## src/rtl/mac_pkg.sv

```systemverilog
// Shared constants and helpers for the pipelined multiply-accumulate unit:
// accumulator width check, saturation limits and product extension.
package mac_pkg;

  // Widest accumulator the helpers below can describe.
  localparam int MAX_W = 64;

  // The accumulator must hold at least one full-width product.
  function automatic bit acc_w_ok(input int data_w, input int acc_w);
    return (acc_w >= 2 * data_w);
  endfunction

  // Largest representable value of a w-bit accumulator, right-aligned in MAX_W bits.
  function automatic logic [MAX_W-1:0] sat_max(input int w, input bit sgn);
    logic [MAX_W-1:0] ones;
    ones = '1;
    if (sgn) begin
      return ones >> (MAX_W - w + 1);
    end
    return ones >> (MAX_W - w);
  endfunction

  // Smallest representable value; the signed form is ~max, whose low w bits are 100..0.
  function automatic logic [MAX_W-1:0] sat_min(input int w, input bit sgn);
    if (sgn) begin
      return ~sat_max(w, 1'b1);
    end
    return '0;
  endfunction

  // Zero-extend the low w bits of v to MAX_W bits.
  function automatic logic [MAX_W-1:0] ext_u(input logic [MAX_W-1:0] v, input int w);
    logic [MAX_W-1:0] t;
    t = v << (MAX_W - w);
    return t >> (MAX_W - w);
  endfunction

  // Sign-extend the low w bits of v to MAX_W bits.
  function automatic logic [MAX_W-1:0] ext_s(input logic [MAX_W-1:0] v, input int w);
    logic [MAX_W-1:0] t;
    logic [MAX_W-1:0] r;
    t = v << (MAX_W - w);
    r = $signed(t) >>> (MAX_W - w);
    return r;
  endfunction

endpackage

```

## src/rtl/mac_unit_pipe_sat_add.sv

```systemverilog
// Combinational accumulator adder: a + b evaluated one bit wider than the
// accumulator, with an out-of-range flag and optional clamping to the limits.
module mac_sat_add
  import mac_pkg::*;
#(
  parameter int ACC_W    = 20,
  parameter int SIGNED   = 0,
  parameter int SATURATE = 1
) (
  input  logic [ACC_W-1:0] a,
  input  logic [ACC_W-1:0] b,
  output logic [ACC_W-1:0] sum,
  output logic             ovf
);

  localparam logic [ACC_W-1:0] LIM_MAX = ACC_W'(sat_max(ACC_W, SIGNED != 0));
  localparam logic [ACC_W-1:0] LIM_MIN = ACC_W'(sat_min(ACC_W, SIGNED != 0));

  logic [ACC_W:0] a_x;
  logic [ACC_W:0] b_x;
  logic [ACC_W:0] full;

  // Wide add, range detection, then clamp or wrap.
  always_comb begin
    if (SIGNED != 0) begin
      a_x = {a[ACC_W-1], a};
      b_x = {b[ACC_W-1], b};
    end else begin
      a_x = {1'b0, a};
      b_x = {1'b0, b};
    end
    full = a_x + b_x;

    // Signed: the two top bits disagree when the true sum left the range.
    // Unsigned: only a carry out can leave the range.
    if (SIGNED != 0) begin
      ovf = full[ACC_W] ^ full[ACC_W-1];
    end else begin
      ovf = full[ACC_W];
    end

    sum = full[ACC_W-1:0];
    if (ovf && (SATURATE != 0)) begin
      // A set top bit on signed overflow means the true sum went below the minimum.
      if ((SIGNED != 0) && full[ACC_W]) begin
        sum = LIM_MIN;
      end else begin
        sum = LIM_MAX;
      end
    end
  end

endmodule

```

## src/rtl/mac_unit_pipe.sv

```systemverilog
// Two-stage pipelined multiply-accumulate with valid handshake, signed or
// unsigned operands, saturating or wrapping accumulator and frame counting
// with automatic restart after each completed frame.
module mac_unit_pipe
  import mac_pkg::*;
#(
  parameter int DATA_W    = 8,
  parameter int ACC_W     = 20,
  parameter int SIGNED    = 0,
  parameter int SATURATE  = 1,
  parameter int FRAME_LEN = 4,
  parameter int CNT_W     = 8
) (
  input  logic                  clock,
  input  logic                  reset_p,
  input  logic                  in_valid,
  input  logic                  acc_clear,
  input  logic [DATA_W-1:0]     A,
  input  logic [DATA_W-1:0]     B,
  output logic [2*DATA_W-1:0]   P,
  output logic [ACC_W-1:0]      S,
  output logic                  out_valid,
  output logic                  done,
  output logic                  overflow,
  output logic [CNT_W-1:0]      count
);

  localparam int              PW        = 2 * DATA_W;
  localparam bit              ACC_W_OK  = acc_w_ok(DATA_W, ACC_W);
  localparam logic [CNT_W-1:0] CNT_MAX   = '1;
  localparam logic [CNT_W-1:0] FRAME_CNT = CNT_W'(FRAME_LEN);

  if (!ACC_W_OK) begin : g_acc_w_check
    $error("mac_unit_pipe: ACC_W must be at least 2*DATA_W");
  end

  logic [PW-1:0]    prod;
  logic             v1;
  logic             clr1;
  logic             frame_end;
  logic [ACC_W-1:0] p_ext;
  logic [ACC_W-1:0] add_sum;
  logic             add_ovf;
  logic             start;
  logic [CNT_W-1:0] cnt_inc;
  logic [CNT_W-1:0] cnt_next;
  logic             frame_hit;

  // Full-width product of the incoming operands.
  always_comb begin
    if (SIGNED != 0) begin
      prod = $signed({{DATA_W{A[DATA_W-1]}}, A}) * $signed({{DATA_W{B[DATA_W-1]}}, B});
    end else begin
      prod = {{DATA_W{1'b0}}, A} * {{DATA_W{1'b0}}, B};
    end
  end

  // Stage 1: register the product and tag it; P holds through bubbles.
  always_ff @(posedge clock or posedge reset_p) begin
    if (reset_p) begin
      P    <= '0;
      v1   <= 1'b0;
      clr1 <= 1'b0;
    end else begin
      v1   <= in_valid;
      clr1 <= in_valid & acc_clear;
      if (in_valid) begin
        P <= prod;
      end
    end
  end

  // Product widened to the accumulator, sign- or zero-extended.
  always_comb begin
    if (SIGNED != 0) begin
      p_ext = ACC_W'(ext_s(MAX_W'(P), PW));
    end else begin
      p_ext = ACC_W'(ext_u(MAX_W'(P), PW));
    end
  end

  mac_sat_add #(
    .ACC_W   (ACC_W),
    .SIGNED  (SIGNED),
    .SATURATE(SATURATE)
  ) u_add (
    .a  (S),
    .b  (p_ext),
    .sum(add_sum),
    .ovf(add_ovf)
  );

  // Start/continue decision and the next sample count.
  always_comb begin
    // frame_end survives bubbles, so the first valid sample after a frame restarts.
    start = clr1 | frame_end;
    if (count == CNT_MAX) begin
      cnt_inc = count;
    end else begin
      cnt_inc = count + CNT_W'(1);
    end
    cnt_next  = start ? CNT_W'(1) : cnt_inc;
    frame_hit = (FRAME_LEN > 0) && (cnt_next == FRAME_CNT);
  end

  // Stage 2: accumulate, track overflow and frame progress.
  always_ff @(posedge clock or posedge reset_p) begin
    if (reset_p) begin
      S         <= '0;
      count     <= '0;
      overflow  <= 1'b0;
      out_valid <= 1'b0;
      done      <= 1'b0;
      frame_end <= 1'b0;
    end else begin
      out_valid <= v1;
      done      <= v1 & frame_hit;
      if (v1) begin
        // A lone product always fits because ACC_W >= 2*DATA_W, so a start never overflows.
        S         <= start ? p_ext : add_sum;
        overflow  <= start ? 1'b0 : (overflow | add_ovf);
        count     <= cnt_next;
        frame_end <= frame_hit;
      end
    end
  end

endmodule

```

## config.mk

```make
export PLATFORM = sky130hd
export DESIGN_NAME = mac_unit_pipe
export DESIGN_NICKNAME = d
export VERILOG_FILES = /design/src/rtl/mac_pkg.sv /design/src/rtl/mac_unit_pipe_sat_add.sv /design/src/rtl/mac_unit_pipe.sv
export SDC_FILE = /design/constraint.sdc
export NUM_CORES = 1
export LEC_CHECK = 0
export CORE_MARGIN = 2
export CORE_UTILIZATION = 52
export DETAILED_ROUTE_END_ITERATION = 16
export PLACE_DENSITY = 0.82
export SLEW_MARGIN = 30
export SYNTH_ARGS = -nofsm -noshare
export SYNTH_HDL_FRONTEND = slang
export SYNTH_HIERARCHICAL = 1
export SYNTH_SLANG_ARGS = --single-unit
```

## constraint.sdc

```tcl
create_clock -name clock -period 2.4 [get_ports clock]
set_input_delay 0.6 -clock clock [delete_from_list [all_inputs] [get_ports clock]]
set_output_delay 0.6 -clock clock [all_outputs]
set_load 0.005 [all_outputs]
```

==> results.yml, run 1 <==
setup_path:
  crit_required_ps: 2630
  ff2ff_setup_slack_ps: -400
  worstSetupPathType: "in2reg"
  cp.arrival_ps: 4290
  start_kind: "input port"
  worstPathMaxFanout: 3
  end_kind: "flop"
cells_and_area:
  fillers: 671
  drive_above_1_share_pct: 32.45
  nets: 871
  post-route-cell-area_mm2: 0.007660
  n_antenna_cell: 0
  area_growth_pct: 42.57
  fin_util_pct: 75.21
outcome:
  violations: "negative setup slack"
  status: "finished with violations"
sta:
  setup_slack_ps: -1666
  finalCritPeriodShare_pct: 169.4
  finalCriticalPeriod_ps: 4066
  hold_ws_ps: 539.6
  timing.fmax_mhz: 245.9
  setup_viol: 33
  drv_slew: 0
  finalHoldViolCount: 0
  tns_ps: -22940
  worst_clock_skew_ps: 11.73
  rsz0062_at_grt: "true"
power:
  switching_power_mw: 4.842
  p_leak_nw: 3.611
  power.share.switching_pct: 45.92
  peakVddDrop_mv: 0.6941
  power_density_mw_per_mm2: 1377
  p_int_mw: 5.702
  power_frac_seq_pct: 14.3
  combPwrFrac_pct: 80.6
  clkPwrFrac_pct: 5.0
drt:
  avgRoutedWirePerCell_um: 17.70
  drtIter0Drc: 260
  post-route-drc-count: 0
  drt_wl_total_um: 15820
  ant_nets: 0
  viasPerCell: 5.752
  dr.pass1.iters: 5
  vias: 5142
place:
  place_area_mm2: 0.006934
  place_ws_ps: -2466
  io_buffers: 66
  globalplace.congestion: 0.8766
  dp_hpwl_um: 10710
floorplanning:
  start_util_pct: 52.75
  dieArea_mm2: 0.01116
  die_w_um: 105.6
  core_mm2: 0.01018
  num_io_pins: 67
  die_y_um: 105.6
  fp-row-count: 37
logic_synthesis:
  syn_avg_cell_area_um2: 8.984
  synthCells: 598
  netlist_area_mm2: 0.005373
  synth.distinct_cells: 57
  synth_area_leaders: "dfrtp_1 23%, fa_1 14%, ha_1 13%"
  synth-seq-area-share_pct: 23.29
  yosysTopAreaCell: "dfrtp_1"
  synthArstFlopShare_pct: 100.0
  ys_warn_count: 6
  netlist.area_leader.share_pct: 23.29
  synth_flop_cell: "dfrtp_1"
  synth-edff-count: 0
  ys_ff_latch: 50
global_route:
  track_usage_pct: 26.10
  grt_busiest_layer: "met2"
  grt_pass1_vias: 5127
  grt_max_degree: 31
  use_met1_pct: 29.42
  grt_antenna_before_repair: 0
  use_met2_pct: 50.32
  grt_pass1_wl_um: 23720
  use_met3_pct: 2.783
  gr-total-overflow: 0
clock_tree:
  clockRootBuffer: "clkbuf_8"
  cts_hold_buf: 0
  cts.htree.levels: 2
  numCtsBuffers: 5
  ctsLongestPathBuffers: 2
  clock_latency_ps: 310
  path_clk_slew_ps: 90
  cts.sinks: 50
  cts_tree: "yes"
min_path:
  hold_class: "reg2reg"
job:
  drv_cap: 0
[final timing paths]
path / start / endpoint / cells after the start
max: B[5] / P[11]$_DFFE_PP0P_ / 17
min: S[18]$_DFFE_PP0P_ / S[18]$_DFFE_PP0P_ / 1
max reg2reg: S[0]$_DFFE_PP0P_ / S[8]$_DFFE_PP0P_ / 12
min reg2reg: S[18]$_DFFE_PP0P_ / S[18]$_DFFE_PP0P_ / 1
max in group asynchronous: reset_p / S[0]$_DFFE_PP0P_ / 3
min in group asynchronous: reset_p / S[19]$_DFFE_PP0P_ / 3
[power by group through the flow]
stage | logic (mW) | registers (mW) | clock network [mW]
after global placement | 6.23 | 1.48 | 0
after CTS | 7.10 | 1.48 | 0.531
final | 8.50 | 1.51 | 0.531
after floorplan | 4.18 | 1.49 | 0
after global routing | 9.08 | 1.54 | 0.568
after detailed placement | 6.52 | 1.50 | 0
[kinds of logic after synthesis]
family          synth area share, %
compound gates                17.14
xor+xnor                      3.749
fa+ha+maj                     27.06
buf+inv                       5.473
flops                         23.29
mux                           5.240
other cells                 0.06980
simple gates                  17.98
[critical path, stage by stage]
cell      delay, ps
buf_6           100
buf_6           110
and2_4          130
fa_1            530
fa_1            440
fa_1            490
inv_1            50
fa_1            500
inv_2            50
ha_4            220
or2_4           230
a211oi_2        180
buf_4           190
buf_6           110
a211oi_4         40
xnor2_2         170
a21oi_1         160
[cells in the mapped netlist (all sizes together), types with 4 or more instances]
library cell   n
nand2         55
a211oi        10
dfrtp         50
o31ai          6
and2          55
fa            37
mux2           9
and3           9
xnor2         13
o21ai         23
o21a           9
a21oi         52
buf            8
nor2          36
ha            57
mux2i         18
o2bb2ai        5
o211ai         4
a21o          10
clkbuf         8
nor3           4
nand2b         8
nand4          5
nand3          7
xor2          10
o21bai         4
inv           58
[cell usage in the layout (no fill, tap or decap), types with 10 or more instances in the layout]
| cell | synthesis | routed |
|---|---|---|
| dfrtp_1 | 50 | 50 |
| a21o_1 | 10 | 10 |
| fa_1 | 37 | 31 |
| inv_2 | 0 | 12 |
| a21oi_1 | 51 | 43 |
| and2_1 | 55 | 38 |
| nand2_2 | 0 | 10 |
| ha_4 | 0 | 10 |
| nor2_1 | 36 | 35 |
| xnor2_1 | 13 | 12 |
| and2_4 | 0 | 17 |
| nand2_1 | 55 | 36 |
| xor2_1 | 10 | 10 |
| mux2i_1 | 18 | 17 |
| o21ai_0 | 22 | 17 |
| inv_1 | 58 | 46 |
| buf_4 | 1 | 78 |
| ha_1 | 57 | 45 |
| buf_6 | 1 | 32 |
| clkdlybuf4s50_1 | 0 | 50 |
[timing repair]
action,CTS,global route
pin swaps,39,63
cloned,0,1
resized for setup,123,76
endpoints found under the setup margin,35,34
setup buffers,14,8
[per-layer routing]
metal	routed length, µm	up-vias
met5	0	-
met1	5926	2510
met3	681	63
met4	563	0
li1	-	2379
met2	8650	190
[sequential cells by signal (all words and copies together) (netlist names)]
register / flops
S: 20
P: 16
count: 8
clr1: 1
done: 1
frame_end: 1
out_valid: 1
overflow: 1
v1: 1
[layout make-up]
class / instances / area, µm² / share of cell area [%]
tap: 136 / 170.2 / 2.221
sequential: 50 / 1251 / 16.33
multi-input combinational: 477 / 4395 / 57.38
inverter: 58 / 217.7 / 2.842
clock buffer: 6 / 82.58 / 1.078
clock inverter: 2 / 12.51 / 0.1633
timing repair buffer: 165 / 1530 / 19.98
[metrics by stage]
| stage | instances | power [mW] |
|---|---|---|
| 3_3_place_gp | 864 | 7.703 |
| 5_1_grt | 894 | 11.19 |
| 4_1_cts | 886 | 9.118 |
| 2_1_floorplan | 601 | 5.676 |
| 3_5_place_dp | 864 | 8.017 |
| 6_report | 894 | 10.54 |
(Power assumes the default switching activity.)
==> run 2, diff against run 1 <==
--- a/config.mk
+++ b/config.mk
@@ -8,9 +8,8 @@
 export CORE_MARGIN = 2
 export CORE_UTILIZATION = 52
 export DETAILED_ROUTE_END_ITERATION = 16
-export PLACE_DENSITY = 0.82
+export PLACE_DENSITY = 0.83
 export SLEW_MARGIN = 30
 export SYNTH_ARGS = -nofsm -noshare
 export SYNTH_HDL_FRONTEND = slang
-export SYNTH_HIERARCHICAL = 1
 export SYNTH_SLANG_ARGS = --single-unit
==> run 2 against run 1 <==
Against the previous run:
- the flow still finishes with violations (negative setup slack)
- cell count fell by 3.4%
- flip-flop and latch count is the same
- clock skew down 3.0 ps
- register-to-register slack gained 400 ps
- design area is 3.6% lower
- sequential power barely moved
- first-iteration DRC count grew 34%
==> results.yml, run 2 <==
cells_and_area:
  final_common_cell: "buf_4"
  multi_input_area_mm2: 0.004073
  area_growth_pct: 43.40
  drive_above_1_share_pct: 32.01
  top_regs: "S (20), P (16), count (8)"
  regArea_mm2: 0.001251
  nets: 840
  fillers: 595
  largest_reg_flops: 20
  post-route-cell-area_mm2: 0.007383
  n_antenna_cell: 0
  largest_register: "S"
  final_cell_mix: "93 x buf_4, 64 x inv_1, 50 x dfrtp_1, 50 x clkdlybuf4s50_1, 43 x and2_1"
sta:
  tns_ps: -17430
  hold_ws_ps: 524.7
  finalHoldViolCount: 0
  tightest_slew_ps: 579.4
  drv_slew: 0
  rsz0062_at_grt: "true"
  setup_viol: 14
  setup_slack_ps: -1790
  timing.fmax_mhz: 238.7
  worst_clock_skew_ps: 8.685
  finalCriticalPeriod_ps: 4190
  slew_headroom_pct: 61.37
  finalCritPeriodShare_pct: 174.6
floorplanning:
  dieArea_mm2: 0.01071
  num_io_pins: 67
  die_w_um: 103.5
  die_y_um: 103.5
  start_util_pct: 53.17
  core_mm2: 0.009684
  fp-row-count: 36
drt:
  viasPerCell: 5.758
  vias: 4975
  drt_wl_total_um: 14660
  drtIter0Drc: 349
  ant_nets: 0
  dr.pass1.iters: 5
  avgRoutedWirePerCell_um: 16.97
  post-route-drc-count: 0
clock_tree:
  clock_latency_ps: 310
  cts.htree.levels: 2
  cts_tree: "yes"
  path_clk_slew_ps: 100
  clockRootBuffer: "clkbuf_8"
  numCtsBuffers: 5
  cts.sinks: 50
  cts_hold_buf: 0
  ctsLongestPathBuffers: 2
outcome:
  violations: "negative setup slack"
  status: "finished with violations"
logic_synthesis:
  yosysTopAreaCell: "dfrtp_1"
  synth-seq-area-share_pct: 24.30
  syn_avg_cell_area_um2: 9.049
  synthCells: 569
  synth.distinct_cells: 59
  syn-num-nets: 679
  synthArstFlopShare_pct: 100.0
  netlist.area_leader.share_pct: 24.30
  ys_warn_count: 0
  ys_top_cells_by_count: "73 x inv_1, 58 x and2_1, 53 x ha_1"
  netlist_area_mm2: 0.005149
  yosysMostFrequentCell: "inv_1"
  synth_flop_cell: "dfrtp_1"
  synth-edff-count: 0
  ys_ff_latch: 50
  synth_area_leaders: "dfrtp_1 24%, fa_1 14%, ha_1 13%"
global_route:
  track_usage_pct: 24.73
  gr-total-overflow: 0
  use_met2_pct: 45.41
  use_met1_pct: 29.81
  grt_max_degree: 52
  grt_pass1_wl_um: 22110
  grt_pass1_vias: 4885
  grt_busiest_layer: "met2"
  grt_antenna_before_repair: 0
  use_met3_pct: 2.895
setup_path:
  crit_required_ps: 2600
  cp.arrival_ps: 4390
  worstPathMaxFanout: 3
  end_kind: "flop"
  critPathMaxStageDelay_ps: 520
  cp_cell_sequence: "buf_8 -> buf_6 -> and2_4 -> fa_2 -> fa_1 -> ha_1 -> inv_2 -> fa_1 -> inv_2 -> ha_4 -> nor2b_4 -> o21ai_2 -> a21boi_2 -> o311a_1 -> buf_4 -> o21a_1 -> o21a_1 -> o31ai_1"
  start_kind: "input port"
  crit_slowest_cell: "fa_1"
  worstSetupPathType: "in2reg"
power:
  combPwrFrac_pct: 76.0
  p_int_mw: 4.942
  power_frac_seq_pct: 17.2
  power.share.switching_pct: 44.69
  p_leak_nw: 3.432
  clkPwrFrac_pct: 6.9
  peakVddDrop_mv: 0.5622
  power_density_mw_per_mm2: 1210
  switching_power_mw: 3.994
job:
  drv_cap: 0
place:
  globalplace.congestion: 0.9329
  io_buffers: 66
  place_area_mm2: 0.006734
  dp_hpwl_um: 10330
min_path:
  hold_class: "reg2reg"
==> run 2: cell types whose count changed after synthesis, moves of 5 or more <==
cell       change
a21oi_1       -21
mux2i_1       -18
inv_1         +15
nand2_1       -14
nor2_1        -13
o221ai_1      +13
o21ai_0       +11
nand3_1        +8
nand2b_1       -6
o2bb2ai_1      -5
==> run 2: layout make-up <==
type	instances	share of cell area, %
multi-input cells	433	55.16
repair buffers	167	20.40
clock inverters	3	0.5931
clock buffers	5	0.9320
flip-flops and latches	50	16.95
well taps	133	2.254
inverters	73	3.711
==> run 2: path summary, 6_finish.rpt <==
| check | startpoint | endpoint | depth (start not counted) | slack [ps] |
|---|---|---|---|---|
| setup / recovery | A[0] | P[11]$_DFFE_PP0P_ | 18 | -1790 |
| max in group asynchronous | reset_p | P[12]$_DFFE_PP0P_ | 3 | 1240 |
| hold reg to reg | overflow$_DFFE_PP0P_ | overflow$_DFFE_PP0P_ | 2 | 520 |
| setup reg to reg | P[0]$_DFFE_PP0P_ | S[3]$_DFFE_PP0P_ | 11 | 0 |
| hold / removal | overflow$_DFFE_PP0P_ | overflow$_DFFE_PP0P_ | 2 | 520 |
| min in group asynchronous | reset_p | count[4]$_DFFE_PP0P_ | 2 | 640 |
==> run 2: power by group through the flow <==
stage	registers, mW	logic [mW]	clock network (mW)
finish	1.54	6.79	0.614
detailed placement	1.49	5.66	0
global route	1.57	7.36	0.650
global placement	1.46	5.47	0
CTS	1.49	6.08	0.618
floorplan	1.45	3.55	0
==> run 2: cells by family after synthesis <==
kind of cell	count (synthesis)	synth area share (%)
simple gates	171	17.45
flops	50	24.30
compound gates	145	19.71
buf+inv	86	6.343
fa+ha+maj	90	27.27
xor+xnor	20	3.402
mux	7	1.531
==> run 2: critical path: cells and delay by family <==
family                     cells  cell delay [ps]
adders and majority gates      5             1870
buffers and inverters          5              440
AOI/OAI and AO/OA              6             1220
and+or+nand+nor                2              280
==> run 2: repair_timing <==
item / 4_1_cts / 5_1_grt
pin swaps: 55 / 30
setup endpoints to repair: 33 / 33
gates resized for setup: 128 / 55
buffers inserted: 10 / 8
gates cloned: 0 / 1
==> run 2: metal layers <==
| layer | vias up | part of all wire, % |
|---|---|---|
| met5 | - | 0 |
| met4 | 0 | 2.3 |
| met1 | 2421 | 39 |
| met3 | 39 | 5.9 |
| met2 | 218 | 53 |
| li1 | 2297 | - |
==> run 2: through the flow <==
stage          total power [mW]  cells  worst slack, ps  utilization, %
2_1_floorplan             4.994    569            -1919               -
3_3_place_gp              6.930    837            -2685           69.53
3_5_place_dp              7.147    837            -2744           69.53
4_1_cts                   8.193    855            -1731           73.32
5_1_grt                   9.579    864            -1913           76.24
6_report                  8.937    864            -1790           76.24
==> run 3, diff against run 2 <==
--- a/config.mk
+++ b/config.mk
@@ -6,9 +6,9 @@
 export NUM_CORES = 1
 export LEC_CHECK = 0
 export CORE_MARGIN = 2
-export CORE_UTILIZATION = 52
+export CORE_UTILIZATION = 35
 export DETAILED_ROUTE_END_ITERATION = 16
-export PLACE_DENSITY = 0.83
+export PLACE_DENSITY = 0.61
 export SLEW_MARGIN = 30
 export SYNTH_ARGS = -nofsm -noshare
 export SYNTH_HDL_FRONTEND = slang
==> run 3 against run 2 <==
Against the previous run:
- non-clock buffer count rose by 3
- routed wire length fell by 5.8%
- clock skew decreased by 6.6 ps
- highest routed layer unchanged
- the run still ends with negative setup slack left
- critical endpoint is now P[15]$_DFFE_PP0P_
- largest cell class unchanged
- hold slack got worse by 15 ps
- design area increased by 2.7%
- worst setup slack got worse by 100 ps
==> results.yml, run 3 (synthesis gave the netlist of run 2 again) <==
drt:
  avgRoutedWirePerCell_um: 15.04
  viasPerCell: 5.103
  drt_wl_total_um: 13810
  post-route-drc-count: 0
  drtIter0Drc: 220
  dr.pass1.iters: 4
  ant_nets: 0
  vias: 4685
clock_tree:
  ctsLongestPathBuffers: 2
  cts_tree: "yes"
  clock_latency_ps: 290
  cts.sinks: 50
  path_clk_slew_ps: 60
  cts_hold_buf: 0
  numCtsBuffers: 5
  clockRootBuffer: "clkbuf_16"
  cts.htree.levels: 2
sta:
  drv_slew: 0
  tns_ps: -17550
  setup_slack_ps: -1894
  tightest_slew_ps: 595.0
  timing.fmax_mhz: 232.9
  finalHoldViolCount: 0
  setup_viol: 13
  slew_headroom_pct: 60.33
  finalCritPeriodShare_pct: 178.9
  worst_clock_skew_ps: 2.121
  rsz0062_at_grt: "true"
  finalCriticalPeriod_ps: 4294
floorplanning:
  dieArea_mm2: 0.01570
  die_w_um: 125.3
  start_util_pct: 35.56
  core_mm2: 0.01448
  die_y_um: 125.3
  fp-row-count: 44
  num_io_pins: 67
cells_and_area:
  fillers: 1310
  post-route-cell-area_mm2: 0.007582
  final_cell_mix: "93 x buf_4, 62 x inv_1, 51 x clkdlybuf4s50_1, 48 x dfrtp_1, 46 x and2_1"
  top_regs: "S (20), P (16), count (8)"
  final_common_cell: "buf_4"
  drive_above_1_share_pct: 32.83
  nets: 843
  n_antenna_cell: 0
  area_growth_pct: 47.27
  largest_reg_flops: 20
  largest_register: "S"
place:
  place_area_mm2: 0.006853
  io_buffers: 66
  dp_hpwl_um: 10480
  place_ws_ps: -2663
  globalplace.congestion: 0.8636
min_path:
  hold_class: "reg2reg"
  min_from: "overflow$_DFFE_PP0P_"
setup_path:
  worstPathMaxFanout: 5
  crit_end: "P[15]$_DFFE_PP0P_"
  rr_worst_depth: 8
  critPathMaxStageDelay_ps: 520
  end_kind: "flop"
  worstSetupStartpoint: "B[5]"
  worstReg2RegStart: "P[7]$_DFFE_PP0P_"
  crit_required_ps: 2620
  ff2ff_setup_slack_ps: 30
  cp_cell_sequence: "clkbuf_4 -> nand2_8 -> fa_1 -> fa_1 -> inv_1 -> fa_1 -> inv_1 -> fa_1 -> inv_2 -> ha_4 -> a21boi_2 -> o311a_1 -> buf_4 -> o211a_1 -> or3_1 -> a31oi_1"
  start_kind: "input port"
  r2r-end: "S[17]$_DFFE_PP0P_"
  cp.arrival_ps: 4510
  worstSetupPathType: "in2reg"
  cp_common_cell: "fa_1"
  crit_slowest_cell: "fa_1"
power:
  power_density_mw_per_mm2: 1208
  peakVddDrop_mv: 0.4594
  p_leak_nw: 3.450
global_route:
  grt_antenna_before_repair: 0
  grt_max_degree: 52
  grt_pass1_vias: 4738
  gr-total-overflow: 0
  grt_pass1_wl_um: 22770
  track_usage_pct: 17.23
outcome:
  violations: "negative setup slack"
  status: "finished with violations"
job:
  drv_cap: 0
## run 3: cell types whose count changed in the layout (fill, tap and decap cells not counted), moves of 3 or more
cell and change:
clkbuf_16 +5, clkbuf_8 -5, ha_4 +5, and2_4 -4, and2_1 +3, ha_1 -4
## run 3: metrics by stage
stage / power, mW / hold WS (ps) / cells / util (%)
final: 9.162 / 509.3 / 918 / 52.37
after global routing: 9.914 / 555.9 / 918 / 52.37
after CTS: 8.486 / 509.3 / 913 / 50.11
after detailed placement: 7.248 / 494.7 / 897 / 47.33
after global placement: 7.112 / 490.8 / 897 / 47.33
after floorplan: 4.994 / 445.9 / 569 / -
## run 3: how the worst min path moves through the flow
stage                            to  cells after the start  slack, ps
3_5_place_dp   overflow$_DFFE_PP0P_                      2        490
6_report       overflow$_DFFE_PP0P_                      2        510
2_1_floorplan   out_valid$_DFF_PP0_                      0        450
4_1_cts        overflow$_DFFE_PP0P_                      2        510
5_1_grt        overflow$_DFFE_PP0P_                      2        560
3_3_place_gp   overflow$_DFFE_PP0P_                      2        490
## run 3: worst max-delay path: cells and delay by family
kind | cells | cell delay [ps]
buffers and inverters | 5 | 450
adder cells (fa/ha/maj) | 5 | 2190
AND/OR/NAND/NOR | 2 | 350
AO/OA/AOI/OAI | 4 | 900
## run 3: report_power, final
group | switching [mW] | internal, mW
logic | 3.26 | 3.58
registers | 0.350 | 1.16
clock network | 0.314 | 0.493
total | 3.93 | 5.23
## run 3: timing repair
item                       in CTS  in global routing
cloned                          0                  1
setup endpoints to repair      32                 34
pin swaps                      50                 58
resized for setup             115                 70
setup buffers                  10                  6
## run 3: per-layer routing
metal | track usage [%] | wire, µm
met1 | 22.46 | 6308
met2 | 30.40 | 6873
met3 | 1.626 | 339
met4 | 5.098 | 289
met5 | 0 | 0
## run 3: cell type report
cell class                      count  area [µm²]  share of cell area [%]
Clock buffer                        7       132.6                   1.749
Clock inverter                      1       30.03                  0.3960
Inverter                           73       274.0                   3.614
Multi-Input combinational cell    433        4150                   54.74
Sequential cell                    50        1254                   16.53
Tap cell                          184       230.2                   3.036
Timing Repair Buffer              170        1511                   19.93
